`src/rtl/pipe_pkg.sv`:
```
// Shared types and constants for the MIPS pipeline hazard/sequencing controller.
package pipe_pkg;

  typedef enum logic {
    RUN      = 1'b0,
    MEM_WAIT = 1'b1
  } state_e;

  localparam logic [4:0] REG_ZERO        = 5'd0;
  localparam int         MEM_TIMEOUT_DEF = 16;

  // Latch controls, grouped so every rule can assign all of them in one statement.
  typedef struct packed {
    logic pc_write;
    logic ifid_write;
    logic ifid_flush;
    logic idex_write;
    logic idex_flush;
    logic exmem_write;
    logic exmem_flush;
  } ctrl_t;

  localparam ctrl_t CTRL_RESET  = '{1'b0, 1'b0, 1'b1, 1'b0, 1'b1, 1'b0, 1'b1};
  localparam ctrl_t CTRL_FREEZE = '{1'b0, 1'b0, 1'b0, 1'b0, 1'b0, 1'b0, 1'b0};
  localparam ctrl_t CTRL_BRANCH = '{1'b1, 1'b1, 1'b1, 1'b1, 1'b1, 1'b1, 1'b1};
  localparam ctrl_t CTRL_JUMP   = '{1'b1, 1'b1, 1'b1, 1'b1, 1'b1, 1'b1, 1'b0};
  localparam ctrl_t CTRL_STALL  = '{1'b0, 1'b0, 1'b0, 1'b1, 1'b1, 1'b1, 1'b0};
  localparam ctrl_t CTRL_RUN    = '{1'b1, 1'b1, 1'b0, 1'b1, 1'b0, 1'b1, 1'b0};

endpackage

```
`src/rtl/pipeline_ctrl_if.sv`:
```
// Handshake bundle between the pipeline datapath and its hazard/sequencing controller.
interface pipeline_ctrl_if #(
  parameter int CNT_W = 32
);
  logic             idex_memread;
  logic [4:0]       idex_rt;
  logic [4:0]       ifid_rs;
  logic [4:0]       ifid_rt;
  logic             ifid_uses_rt;
  logic             jump_ex;
  logic             branch_taken;
  logic             mem_req;
  logic             mem_ack;
  logic             pc_write;
  logic             ifid_write;
  logic             ifid_flush;
  logic             idex_write;
  logic             idex_flush;
  logic             exmem_write;
  logic             exmem_flush;
  logic             mem_err;
  logic [CNT_W-1:0] stall_cycles;

  modport master (
    input  idex_memread, idex_rt, ifid_rs, ifid_rt, ifid_uses_rt,
           jump_ex, branch_taken, mem_req, mem_ack,
    output pc_write, ifid_write, ifid_flush, idex_write, idex_flush,
           exmem_write, exmem_flush, mem_err, stall_cycles
  );

  modport slave (
    output idex_memread, idex_rt, ifid_rs, ifid_rt, ifid_uses_rt,
           jump_ex, branch_taken, mem_req, mem_ack,
    input  pc_write, ifid_write, ifid_flush, idex_write, idex_flush,
           exmem_write, exmem_flush, mem_err, stall_cycles
  );
endinterface

```
`src/rtl/pipeline_ctrl_hazard_detect.sv`:
```
// Load-use comparator: a load in EX whose destination is read by the instruction in ID.
module hazard_detect
  import pipe_pkg::*;
(
  input  logic       idex_memread,
  input  logic [4:0] idex_rt,
  input  logic [4:0] ifid_rs,
  input  logic [4:0] ifid_rt,
  input  logic       ifid_uses_rt,
  output logic       load_use
);

  logic rs_hit_s;
  logic rt_hit_s;

  assign rs_hit_s = (idex_rt == ifid_rs);
  assign rt_hit_s = ifid_uses_rt && (idex_rt == ifid_rt);

  // $0 is hardwired, so a load targeting it can never create a real dependency.
  assign load_use = idex_memread && (idex_rt != REG_ZERO) && (rs_hit_s || rt_hit_s);

endmodule

```
`src/rtl/pipeline_ctrl.sv`:
```
// Hazard and sequencing controller for the 5-stage pipeline: memory freeze,
// branch/jump squash, load-use bubble, stall accounting and memory timeout.
module pipeline_ctrl
  import pipe_pkg::*;
#(
  parameter int MEM_TIMEOUT = MEM_TIMEOUT_DEF,
  parameter int CNT_W       = 32
) (
  input  logic             clk,
  input  logic             rst,
  pipeline_ctrl_if.master  pl
);

  localparam int                WAIT_W      = $clog2(MEM_TIMEOUT + 1);
  localparam logic [WAIT_W-1:0] TIMEOUT_CNT = WAIT_W'(MEM_TIMEOUT);

  state_e            state_r;
  logic [WAIT_W-1:0] wait_cnt_r;
  logic              mem_err_r;
  logic [CNT_W-1:0]  stall_cnt_r;

  logic  load_use_s;
  logic  freeze_s;
  logic  timeout_s;
  ctrl_t ctrl_s;

  function automatic logic [CNT_W-1:0] sat_inc(input logic [CNT_W-1:0] val);
    if (val == {CNT_W{1'b1}}) begin
      return val;
    end else begin
      return val + {{(CNT_W-1){1'b0}}, 1'b1};
    end
  endfunction

  hazard_detect u_hazard_detect (
    .idex_memread (pl.idex_memread),
    .idex_rt      (pl.idex_rt),
    .ifid_rs      (pl.ifid_rs),
    .ifid_rt      (pl.ifid_rt),
    .ifid_uses_rt (pl.ifid_uses_rt),
    .load_use     (load_use_s)
  );

  // Once wait_cnt reaches the limit the freeze term drops, which is the forced release.
  assign freeze_s  = pl.mem_req && !pl.mem_ack && (wait_cnt_r < TIMEOUT_CNT);
  assign timeout_s = (state_r == MEM_WAIT) && (wait_cnt_r == TIMEOUT_CNT) && !pl.mem_ack;

  // Priority-ordered latch control selection.
  always_comb begin
    ctrl_s = CTRL_RUN;
    if (!rst) begin
      ctrl_s = CTRL_RESET;
    end else if (freeze_s) begin
      ctrl_s = CTRL_FREEZE;
    end else if (pl.branch_taken) begin
      ctrl_s = CTRL_BRANCH;
    end else if (pl.jump_ex) begin
      ctrl_s = CTRL_JUMP;
    end else if (load_use_s) begin
      ctrl_s = CTRL_STALL;
    end else begin
      ctrl_s = CTRL_RUN;
    end
  end

  // Sequencing state, wait counter, sticky timeout flag and saturating stall counter.
  always_ff @(posedge clk or negedge rst) begin
    if (!rst) begin
      state_r     <= RUN;
      wait_cnt_r  <= {WAIT_W{1'b0}};
      mem_err_r   <= 1'b0;
      stall_cnt_r <= {CNT_W{1'b0}};
    end else begin
      if (freeze_s) begin
        state_r    <= MEM_WAIT;
        wait_cnt_r <= wait_cnt_r + {{(WAIT_W-1){1'b0}}, 1'b1};
      end else begin
        state_r    <= RUN;
        wait_cnt_r <= {WAIT_W{1'b0}};
      end
      if (timeout_s) begin
        mem_err_r <= 1'b1;
      end
      if (!ctrl_s.pc_write) begin
        stall_cnt_r <= sat_inc(stall_cnt_r);
      end
    end
  end

  assign pl.pc_write     = ctrl_s.pc_write;
  assign pl.ifid_write   = ctrl_s.ifid_write;
  assign pl.ifid_flush   = ctrl_s.ifid_flush;
  assign pl.idex_write   = ctrl_s.idex_write;
  assign pl.idex_flush   = ctrl_s.idex_flush;
  assign pl.exmem_write  = ctrl_s.exmem_write;
  assign pl.exmem_flush  = ctrl_s.exmem_flush;
  assign pl.mem_err      = mem_err_r;
  assign pl.stall_cycles = stall_cnt_r;

endmodule

```
`src/flat_wrapper.sv`:
```
// flat-port wrapper written by rule: the top's interface ports become plain ports
module pipeline_ctrl_flat import pipe_pkg::*;
#(
  parameter int MEM_TIMEOUT = MEM_TIMEOUT_DEF,
  parameter int CNT_W       = 32
)
  (clk, rst, pl_idex_memread, pl_idex_rt, pl_ifid_rs, pl_ifid_rt, pl_ifid_uses_rt, pl_jump_ex, pl_branch_taken, pl_mem_req, pl_mem_ack, pl_pc_write, pl_ifid_write, pl_ifid_flush, pl_idex_write, pl_idex_flush, pl_exmem_write, pl_exmem_flush, pl_mem_err, pl_stall_cycles);
  pipeline_ctrl_if #(.CNT_W(CNT_W)) pl_i ();
  input  logic clk;
  input  logic rst;
  input wire logic [$bits(pl_i.idex_memread)-1:0] pl_idex_memread;
  input wire logic [$bits(pl_i.idex_rt)-1:0] pl_idex_rt;
  input wire logic [$bits(pl_i.ifid_rs)-1:0] pl_ifid_rs;
  input wire logic [$bits(pl_i.ifid_rt)-1:0] pl_ifid_rt;
  input wire logic [$bits(pl_i.ifid_uses_rt)-1:0] pl_ifid_uses_rt;
  input wire logic [$bits(pl_i.jump_ex)-1:0] pl_jump_ex;
  input wire logic [$bits(pl_i.branch_taken)-1:0] pl_branch_taken;
  input wire logic [$bits(pl_i.mem_req)-1:0] pl_mem_req;
  input wire logic [$bits(pl_i.mem_ack)-1:0] pl_mem_ack;
  output wire logic [$bits(pl_i.pc_write)-1:0] pl_pc_write;
  output wire logic [$bits(pl_i.ifid_write)-1:0] pl_ifid_write;
  output wire logic [$bits(pl_i.ifid_flush)-1:0] pl_ifid_flush;
  output wire logic [$bits(pl_i.idex_write)-1:0] pl_idex_write;
  output wire logic [$bits(pl_i.idex_flush)-1:0] pl_idex_flush;
  output wire logic [$bits(pl_i.exmem_write)-1:0] pl_exmem_write;
  output wire logic [$bits(pl_i.exmem_flush)-1:0] pl_exmem_flush;
  output wire logic [$bits(pl_i.mem_err)-1:0] pl_mem_err;
  output wire logic [$bits(pl_i.stall_cycles)-1:0] pl_stall_cycles;
  assign pl_i.idex_memread = pl_idex_memread;
  assign pl_i.idex_rt = pl_idex_rt;
  assign pl_i.ifid_rs = pl_ifid_rs;
  assign pl_i.ifid_rt = pl_ifid_rt;
  assign pl_i.ifid_uses_rt = pl_ifid_uses_rt;
  assign pl_i.jump_ex = pl_jump_ex;
  assign pl_i.branch_taken = pl_branch_taken;
  assign pl_i.mem_req = pl_mem_req;
  assign pl_i.mem_ack = pl_mem_ack;
  assign pl_pc_write = pl_i.pc_write;
  assign pl_ifid_write = pl_i.ifid_write;
  assign pl_ifid_flush = pl_i.ifid_flush;
  assign pl_idex_write = pl_i.idex_write;
  assign pl_idex_flush = pl_i.idex_flush;
  assign pl_exmem_write = pl_i.exmem_write;
  assign pl_exmem_flush = pl_i.exmem_flush;
  assign pl_mem_err = pl_i.mem_err;
  assign pl_stall_cycles = pl_i.stall_cycles;
  pipeline_ctrl #(.MEM_TIMEOUT(MEM_TIMEOUT), .CNT_W(CNT_W)) u_core (.clk(clk), .rst(rst), .pl(pl_i));
endmodule
```
`config.mk`:
```
export PLATFORM = sky130hd
export DESIGN_NAME = pipeline_ctrl_flat
export DESIGN_NICKNAME = d
export VERILOG_FILES = /design/src/rtl/pipe_pkg.sv /design/src/rtl/pipeline_ctrl_if.sv /design/src/rtl/pipeline_ctrl_hazard_detect.sv /design/src/rtl/pipeline_ctrl.sv /design/src/flat_wrapper.sv
export SDC_FILE = /design/constraint.sdc
export NUM_CORES = 1
export LEC_CHECK = 0
export ABC_AREA = 0
export CORE_MARGIN = 2
export CORE_UTILIZATION = 50
export DETAILED_ROUTE_END_ITERATION = 12
export PLACE_DENSITY = 0.86
export SYNTH_ARGS = -nofsm -noshare
export SYNTH_HDL_FRONTEND = slang
export SYNTH_HIERARCHICAL = 1
export SYNTH_SLANG_ARGS = --single-unit
```
`constraint.sdc`:
```
create_clock -name clk -period 6.53 [get_ports clk]
set_clock_uncertainty 0.05 [all_clocks]
set_input_delay 1.959 -clock clk [delete_from_list [all_inputs] [get_ports clk]]
set_output_delay 1.959 -clock clk [all_outputs]
set_load 0.005 [all_outputs]
```
After elaboration in Yosys (flattened, before gate mapping)
Cells that the tools add are included.
{"block": "totals", "n_memories": 0, "latch_bits": 0, "mem_bits_rw": 0, "ff_bits": 39, "mem_bits_ro": 0, "out_inout_bits": 40, "wordCells": 31}
{"block": "classes", "shift": 0, "n_eq_ne": 4, "n_mux": 7, "reduce_logical": 11, "n_bitwise": 2, "n_div": 0, "order_cmp": 1, "multipliers": 0, "addsub": 2}
{"cell": "$mux 7", "count": 5}
{"cell": "$add 32x1->32 const B", "count": 1}
{"cell": "$eq 32x32->1 const B", "count": 1}
{"cell": "$eq 5x5->1", "count": 2}
{"cell": "$logic_and 1x1->1", "count": 7}
{"cell": "$add 5x1->5 const B", "count": 1}
{"cell": "$eq 5x5->1 const B", "count": 1}
{"cell": "$lt 5x5->1 const B", "count": 1}
{"cell": "$mux 5", "count": 1}
{"cell": "$reduce_bool 5->1", "count": 1}
{"cell": "$not 1->1", "count": 2}
{"cell": "$reduce_and 2->1", "count": 1}
{"cell": "$logic_not 1->1", "count": 1}
{"cell": "$logic_or 1x1->1", "count": 1}
{"cell": "$mux 1", "count": 1}

Logic depth before layout (Yosys ltp)
Gate-level depths: netlist of the first run.
{"block": "depth", "ltp_word": 11, "mapped_depth": 10, "depth_no_buf": 10}

Cells and area by module
The synthesis of the first run kept the hierarchy.
{"mod": "pipeline_ctrl", "seq_area_each_um2": 975.9, "area_per_inst_um2": 1985.7, "cells_each": 177, "instances": 1}
{"mod": "hazard_detect", "seq_area_each_um2": 0.0, "area_per_inst_um2": 132.6, "cells_each": 17, "instances": 1}

Worst setup path before layout of the first run
OpenSTA, ideal clock, no wires.
{"block": "synth_path", "kind": "input-to-output", "start": "input pl_idex_rt[3]", "end": "output pl_pc_write", "path_buffers": 1, "path_slack_ps": 1302, "stages": 8, "t_arrival_ps": 3219, "path_cell_list": "xor2_1 nor4_2 nand3_1 a21oi_1 inv_1 o311ai_4 inv_6 buf_4"}
{"block": "synth_between", "elab_chain_cells": 9}
{"element": "start: declaration", "line_no": "flat_wrapper.sv:12", "rtl": "input wire logic [$bits(pl_i.idex_rt)-1:0] pl_idex_rt;"}
{"element": "$eq 5x5->1", "line_no": "pipeline_ctrl_hazard_detect.sv:17", "rtl": "assign rt_hit_s = ifid_uses_rt && (idex_rt == ifid_rt);"}
{"element": "$logic_and 1x1->1", "line_no": "pipeline_ctrl_hazard_detect.sv:17"}
{"element": "$logic_or 1x1->1", "line_no": "pipeline_ctrl_hazard_detect.sv:20", "rtl": "assign load_use = idex_memread && (idex_rt != REG_ZERO) && (rs_hit_s || rt_hit_s);"}
{"element": "$logic_and 1x1->1 *", "line_no": "pipeline_ctrl_hazard_detect.sv:20"}
{"element": "named net u_core.load_use_s", "line_no": "pipeline_ctrl.sv:22", "rtl": "logic load_use_s;"}
{"element": "$mux 7 *", "line_no": "pipeline_ctrl.sv:59", "rtl": "end else if (load_use_s) begin"}
{"element": "$mux 7 *", "line_no": "pipeline_ctrl.sv:57", "rtl": "end else if (pl.jump_ex) begin"}
{"element": "$mux 7 *", "line_no": "pipeline_ctrl.sv:55", "rtl": "end else if (pl.branch_taken) begin"}
{"element": "$mux 7 *", "line_no": "pipeline_ctrl.sv:53", "rtl": "end else if (freeze_s) begin"}
{"element": "$mux 7 *", "line_no": "pipeline_ctrl.sv:51", "rtl": "if (!rst) begin"}
{"element": "end: declaration", "line_no": "flat_wrapper.sv:20", "rtl": "output wire logic [$bits(pl_i.pc_write)-1:0] pl_pc_write;"}
Mark *: on every way through the listed nets, which the timed path passes. The rest lies on a longest branch.

Final worst setup path of the first run
Ends and elaborated chain as after synthesis.

==> results.md, run 1 <==
* Status: completed
* Clk Tree Root Cell: clkbuf_8
* Post-synthesis xor/xnor area fraction at 16.95%
* Crit path DAT at 4.16 ns
* DR WL met3 at 207 um
* Worst setup path start: pl_idex_rt[3]
* CP endpoint kind: output port
* Synthesized net count at 220
* Max cap viols at 0
* Worst Reg-to-Reg Cells at 5
* Worst slew margin at 52.03%
* Largest net degree at the start of global routing at 26
* Die area at 0.004773 sq mm
* Postcts setup bufs at 0
* DRC at 0
* Reg-to-reg endpoint: u_core/pl.stall_cycles[22]
* Area fraction of the dominant cell type after synthesis at 46.07%
* Ranking of synthesized cells by area: dfrtp_1 46%, xnor2_1 9.5%, xor2_1 7.4%, nand4_1 4.7%, and3_1 3.2%
* DIE HEIGHT at 69.09 um
* Leakage at 1.193 nW
* Initial antenna violation count at 0
* Worst-Margin Slew at 0.7141 ns
* Share of layout cells above drive strength 1 at 8.108%
* Register bit total from synthesis at 39
* Vias in the first global route at 1678
* Synth Area in Simple Gates at 23.98%
* Final hold viol count at 0
* DR vias at 1691
* Main combinational cell family by area after synthesis: simple AND/OR/NAND/NOR gates
* Min Hold Slack at 0.4210 ns
* CTS Buf Count at 5
* Hold/Removal Path Class: reg2reg
* Avg WL per Cell at 14.95 um
* CTS tree: yes
* Complex-gate fraction of the synthesized area at 7.501%
* CP Capture Point: pl_pc_write
* Filler cells at 297
* Max IR drop VDD at 0.2813 mV
* Worst setup SP type: primary input
* Most common cell after layout, fill and taps aside: clkdlybuf4s50_1
* R2r startpoint: u_core/pl.stall_cycles[10]
* Final setup TNS at 0 ns
* Pre-antenna DRT Iters at 4
* Max Root-Sink Buffers at 2
* Total global routing overflow at 0
* Synthesized cell area at 0.002118 sq mm
* Tmin final at 6.173 ns
* Synth area leader: dfrtp_1
* RSZ-0062 raised after global routing: false
* Syn. warnings at 6
* Post-DR vias/cell at 5.472
* IO Count at 63
* Initial drt markers at 71
* Htree depth at 2
* Period utilisation layout at 94.54%
* CP Class: in2out
* Post-synth EDFFs at 0
* Post-Route WL at 4619 um
* First-pass GRT wire length at 7928 um
* Routed met2 length at 2305 um
* Port Buffers at 62
* Worst-path fanout max at 7
* Peak Freq at 0.1620 GHz
* Post_cts resized at 0
* Starting Density at 52.58%
* Non-filler cells, final at 309
* Post-DRT Antenna Nets at 0
* DRT met1 WL at 2049 um
* Synth Flop Type: dfrtp_1
* Mapped Avg Cell Area at 10.92 sq um
* Synth cell types at 41
* Multiplexer share of the synthesized area at 0.5316%
* # nets final at 284
* Area Growth Syn to Fin at 34.32%
* Placed Cells at 301
* FFs w/ async S/R, synth at 100.0%
* N_diodes at 0
* Core ar. at 0.004029 sq mm
* PD cells at 204.2 mW/mm^2
* Adder-Cell Fraction of Synth Area at 1.772%
* # hold bufs at CTS at 0
* Worst path required time at 4.52 ns
* Die width at 69.09 um
* Final setup viols at 0
* DP HPWL at 3493 um
* Max Transition Viols Final at 0
* Sinks on Clock Net at 39
* R2r setup slk at 4.22 ns
* GP Congestion at 0.8262
* Seq/Total Area, Yosys at 46.07%
* Clk Latency, worst-skew pair at 0.28 ns
* Post-synthesis cell count at 194
* GRT Total Usage at 20.33%
* Row count at 23
* Most frequent cells in the layout: 61 x clkdlybuf4s50_1, 39 x dfrtp_1, 23 x xnor2_1
* Top layer in use: met4
* Worst-path clk slew at 0.07 ns
[cells by family after synthesis]
| kind of cell | Yosys count |
|---|---|
| mux | 1 |
| compound gates | 16 |
| xor+xnor | 41 |
| simple gates | 82 |
| fa+ha+maj | 3 |
| buf+inv | 12 |
| flops | 39 |
[power by group]
group	internal (mW)	switching, mW
clock	0.0749	0.0782
combinational	0.0811	0.0533
sequential	0.264	0.0295
total	0.420	0.161
[synth_stat cells (2+ instances only)]
master / instances
inv_1: 5
ha_1: 3
nor2_1: 9
nand4_1: 16
nor3_1: 2
and4_1: 2
buf_4: 2
nand2_1: 14
and3_1: 11
buf_2: 2
nand3_1: 12
xor2_1: 18
nor4b_2: 2
a21oi_1: 4
and2_1: 3
a31oi_1: 3
dfrtp_1: 39
xnor2_1: 23
nor4_1: 2
[flip-flops by register name, summed over array words and instances, names as in the netlist]
signal and flops:
u_core/pl.stall_cycles 32, u_core/wait_cnt_r 5, u_core/pl.mem_err 1, u_core/state_r 1
[per-layer routing]
metal	track usage, %	vias up
met5	0	-
met4	6.318	0
met3	4.971	6
met2	33.87	43
met1	26.15	826
li1	-	816
[per-stage QoR]
stage / worst slack (ns) / instance area [sq um] / utilization (%) / total power [mW]
floorplan: 1.302 / 2118 / - / 0.3525
global placement: 0.4198 / 2764 / 68.60 / 0.4267
detailed placement: 0.3592 / 2764 / 68.60 / 0.4308
CTS: 0.3512 / 2845 / 70.62 / 0.5831
global route: 0.1877 / 2845 / 70.62 / 0.6110
finish: 0.3567 / 2845 / 70.62 / 0.5810
[final cells by class]
cell class,count,area [sq um],share of cell area [%]
well taps,50,62.56,2.199
inverters,6,27.53,0.9675
clock buffers,7,76.32,2.682
clock inverters,1,5.005,0.1759
flip-flops and latches,39,975.9,34.30
multi-input cells,143,1075,37.77
repair buffers,63,623.1,21.90
[worst min path at each step]
| stage | from | endpoint | cells after the start |
|---|---|---|---|
| 2_1_floorplan | u_core/wait_cnt_r[0] | u_core/wait_cnt_r[0] | 1 |
| 3_3_place_gp | u_core/pl.mem_err | u_core/pl.mem_err | 1 |
| 3_5_place_dp | u_core/pl.mem_err | u_core/pl.mem_err | 1 |
| 4_1_cts | u_core/pl.mem_err | u_core/pl.mem_err | 1 |
| 5_1_grt | u_core/pl.mem_err | u_core/pl.mem_err | 1 |
| 6_report | u_core/pl.mem_err | u_core/pl.mem_err | 1 |
[worst max-delay path, stage by stage]
cell and delay [ns]:
clkdlybuf4s50_1 0.48, xor2_1 0.19, nor4_2 0.27, nand3_1 0.10
a21oi_1 0.15, inv_1 0.10, o311ai_4 0.37, inv_6 0.09
clkdlybuf4s50_1 0.46
No activity file was read; power rests on OpenSTA's default activity.
==> run 2: changes to the inputs <==
- CORE_UTILIZATION: 50 -> 47
- PLACE_DENSITY: 0.86 -> 0.82
- clock period: 6.53 -> 6.1 ns (I/O delays scaled with it)
==> run 2 against run 1 <==
Net effect: sequential cell count stayed put; global-route usage shrank 0.69 points; sequential power up 7.8%; routed wire length shrank 2.9%; critical path depth stayed put; final cell count increased by 0.32%; hold slack improved by 0.011 ns; largest cell class unchanged; largest power group unchanged.
==> results.md, run 2 (synthesis gave the netlist of run 1 again) <==
* Status: completed
* Final Util at 65.89% (-4.7 points)
* Sequential cell area at 975.9 sq um (unchanged)
* Vias in the first global route at 1625 (-3.2%)
* Period utilisation layout at 96.86%
* Initial antenna violation count at 0 (unchanged)
* Sinks on Clock Net at 39 (unchanged)
* Multi-input logic area at 0.001075 sq mm (unchanged)
* Htree depth at 2 (unchanged)
* Post-DRT Antenna Nets at 0 (unchanged)
* GRT Total Usage at 19.64% (-0.69 points)
* Final setup viols at 0 (unchanged)
* Post_cts resized at 0 (unchanged)
* Most frequent cells in the layout: 61 x clkdlybuf4s50_1, 39 x dfrtp_1, 23 x xnor2_1
* M3 GR Usage at 4.274% (-0.70 points)
* Max Root-Sink Buffers at 2 (unchanged)
* Peak Freq at 0.1693 GHz
* Share of layout cells above drive strength 1 at 8.140% (+0.031 points)
* Largest register FFs at 32 (unchanged)
* Max IR drop VDD at 0.2333 mV (-17%)
* Leakage at 1.202 nW (+0.76%)
* Core ar. at 0.004354 sq mm (+8.1%)
* Clk Latency, worst-skew pair at 0.28 ns (about the same)
* # hold bufs at CTS at 0 (unchanged)
* Die width at 71.14 um (+3.0%)
* DRC at 0 (unchanged)
* First-pass GRT wire length at 7810 um (-1.5%)
* Max Transition Viols Final at 0 (unchanged)
* Area Growth Syn to Fin at 35.44%
* Max cap viols at 0 (unchanged)
* N_diodes at 0 (unchanged)
* RSZ-0062 raised after global routing: false
* Grt peak-use layer: met2
* Worst slew margin at 52.70% (+0.66 points)
* Port Buffers at 62 (unchanged)
* Placed Area at 0.002766 sq mm (about the same)
* PD cells at 230.9 mW/mm^2 (+13%)
* Initial drt markers at 87 (+23%)
* Worst path required time at 4.22 ns (-0.30 ns)
* Total global routing overflow at 0 (unchanged)
* Largest net degree at the start of global routing at 33 (+27%)
* Clk Tree Root Cell: clkbuf_8
* Final hold viol count at 0 (unchanged)
* Pre-antenna DRT Iters at 4 (unchanged)
* M1 GR Usage at 26.66% (+0.52 points)
* Postcts setup bufs at 0 (unchanged)
* Post-DR vias/cell at 5.416 (-1.0%)
* Avg WL per Cell at 14.47 um (-3.2%)
* GP Congestion at 0.8206 (-0.68%)
* Met2 usage at 31.78% (-2.1 points)
* Die area at 0.005060 sq mm (+6.0%)
* # nets final at 284 (unchanged)
* Min Hold Slack at 0.4321 ns (+0.01105 ns)
* Post-Route WL at 4486 um (-2.9%)
* Hold/Removal Path Class: reg2reg
* DR vias at 1679 (-0.71%)
* Worst setup SP type: primary input
* Worst-path fanout max at 7 (unchanged)
* Starting Density at 48.65% (-3.9 points)
* CTS Buf Count at 5 (unchanged)
* Row count at 24 (+4.3%)
* CP Class: in2out
* CTS tree: yes
* Worst-Margin Slew at 0.7043 ns (-0.009841 ns)
* Crit path DAT at 4.03 ns (-0.13 ns)
* Total Power at 0.6625 mW (+14%)
* Tmin final at 5.908 ns
* DIE HEIGHT at 71.14 um (+3.0%)
* DP HPWL at 3343 um (-4.3%)
* Most common cell after layout, fill and taps aside: clkdlybuf4s50_1
* IO Count at 63 (unchanged)
* Post-route cell area at 0.002869 sq mm (+0.84%)
* Filler cells at 355 (+20%)
* Worst-path clk slew at 0.07 ns (about the same)
* Final setup TNS at 0 ns (unchanged)
* CP endpoint kind: output port
[run 2: worst paths after layout]
check	startpoint	endpoint	slack [ns]	cells past startpoint
worst min register to register	u_core/pl.mem_err	u_core/pl.mem_err	0.43	1
worst max register to register	u_core/pl.stall_cycles[10]	u_core/pl.stall_cycles[26]	3.88	5
worst min-delay path	u_core/pl.mem_err	u_core/pl.mem_err	0.43	1
max in group asynchronous	rst	u_core/pl.stall_cycles[6]	3.94	2
min in group asynchronous	rst	u_core/wait_cnt_r[2]	1.38	1
worst max-delay path	pl_idex_rt[3]	pl_pc_write	0.19	9
[run 2: area by class of cell]
class | count | area share (%)
tap | 52 | 2.268
inverter | 6 | 0.9594
timing repair buffer | 63 | 21.72
clock inverter | 1 | 1.047
clock buffer | 6 | 2.529
sequential | 39 | 34.02
multi-input combinational | 143 | 37.46
[run 2: metrics by stage]
stage                     std cells  setup slack (ns)
after global placement          303            0.2486
after global routing            310           0.09044
after detailed placement        303            0.2100
after floorplan                 194             1.130
after CTS                       310            0.1950
final                           310            0.1918
[run 2: layer usage]
| layer | wire length [um] | share of wire (%) |
|---|---|---|
| met4 | 41 | 0.91 |
| met5 | 0 | 0 |
| met3 | 158 | 3.5 |
| met1 | 2047 | 46 |
| met2 | 2238 | 50 |
[run 2: power breakdown]
group	internal (mW)	switching, mW
clock network	0.120	0.0830
logic	0.0869	0.0572
registers	0.283	0.0330
[run 2: critical path, cell delays in order]
cell	delay [ns]
clkdlybuf4s50_1	0.46
xor2_1	0.20
nor4_2	0.27
nand3_1	0.10
a21oi_1	0.15
inv_1	0.09
o311ai_4	0.37
inv_6	0.09
clkdlybuf4s50_1	0.46
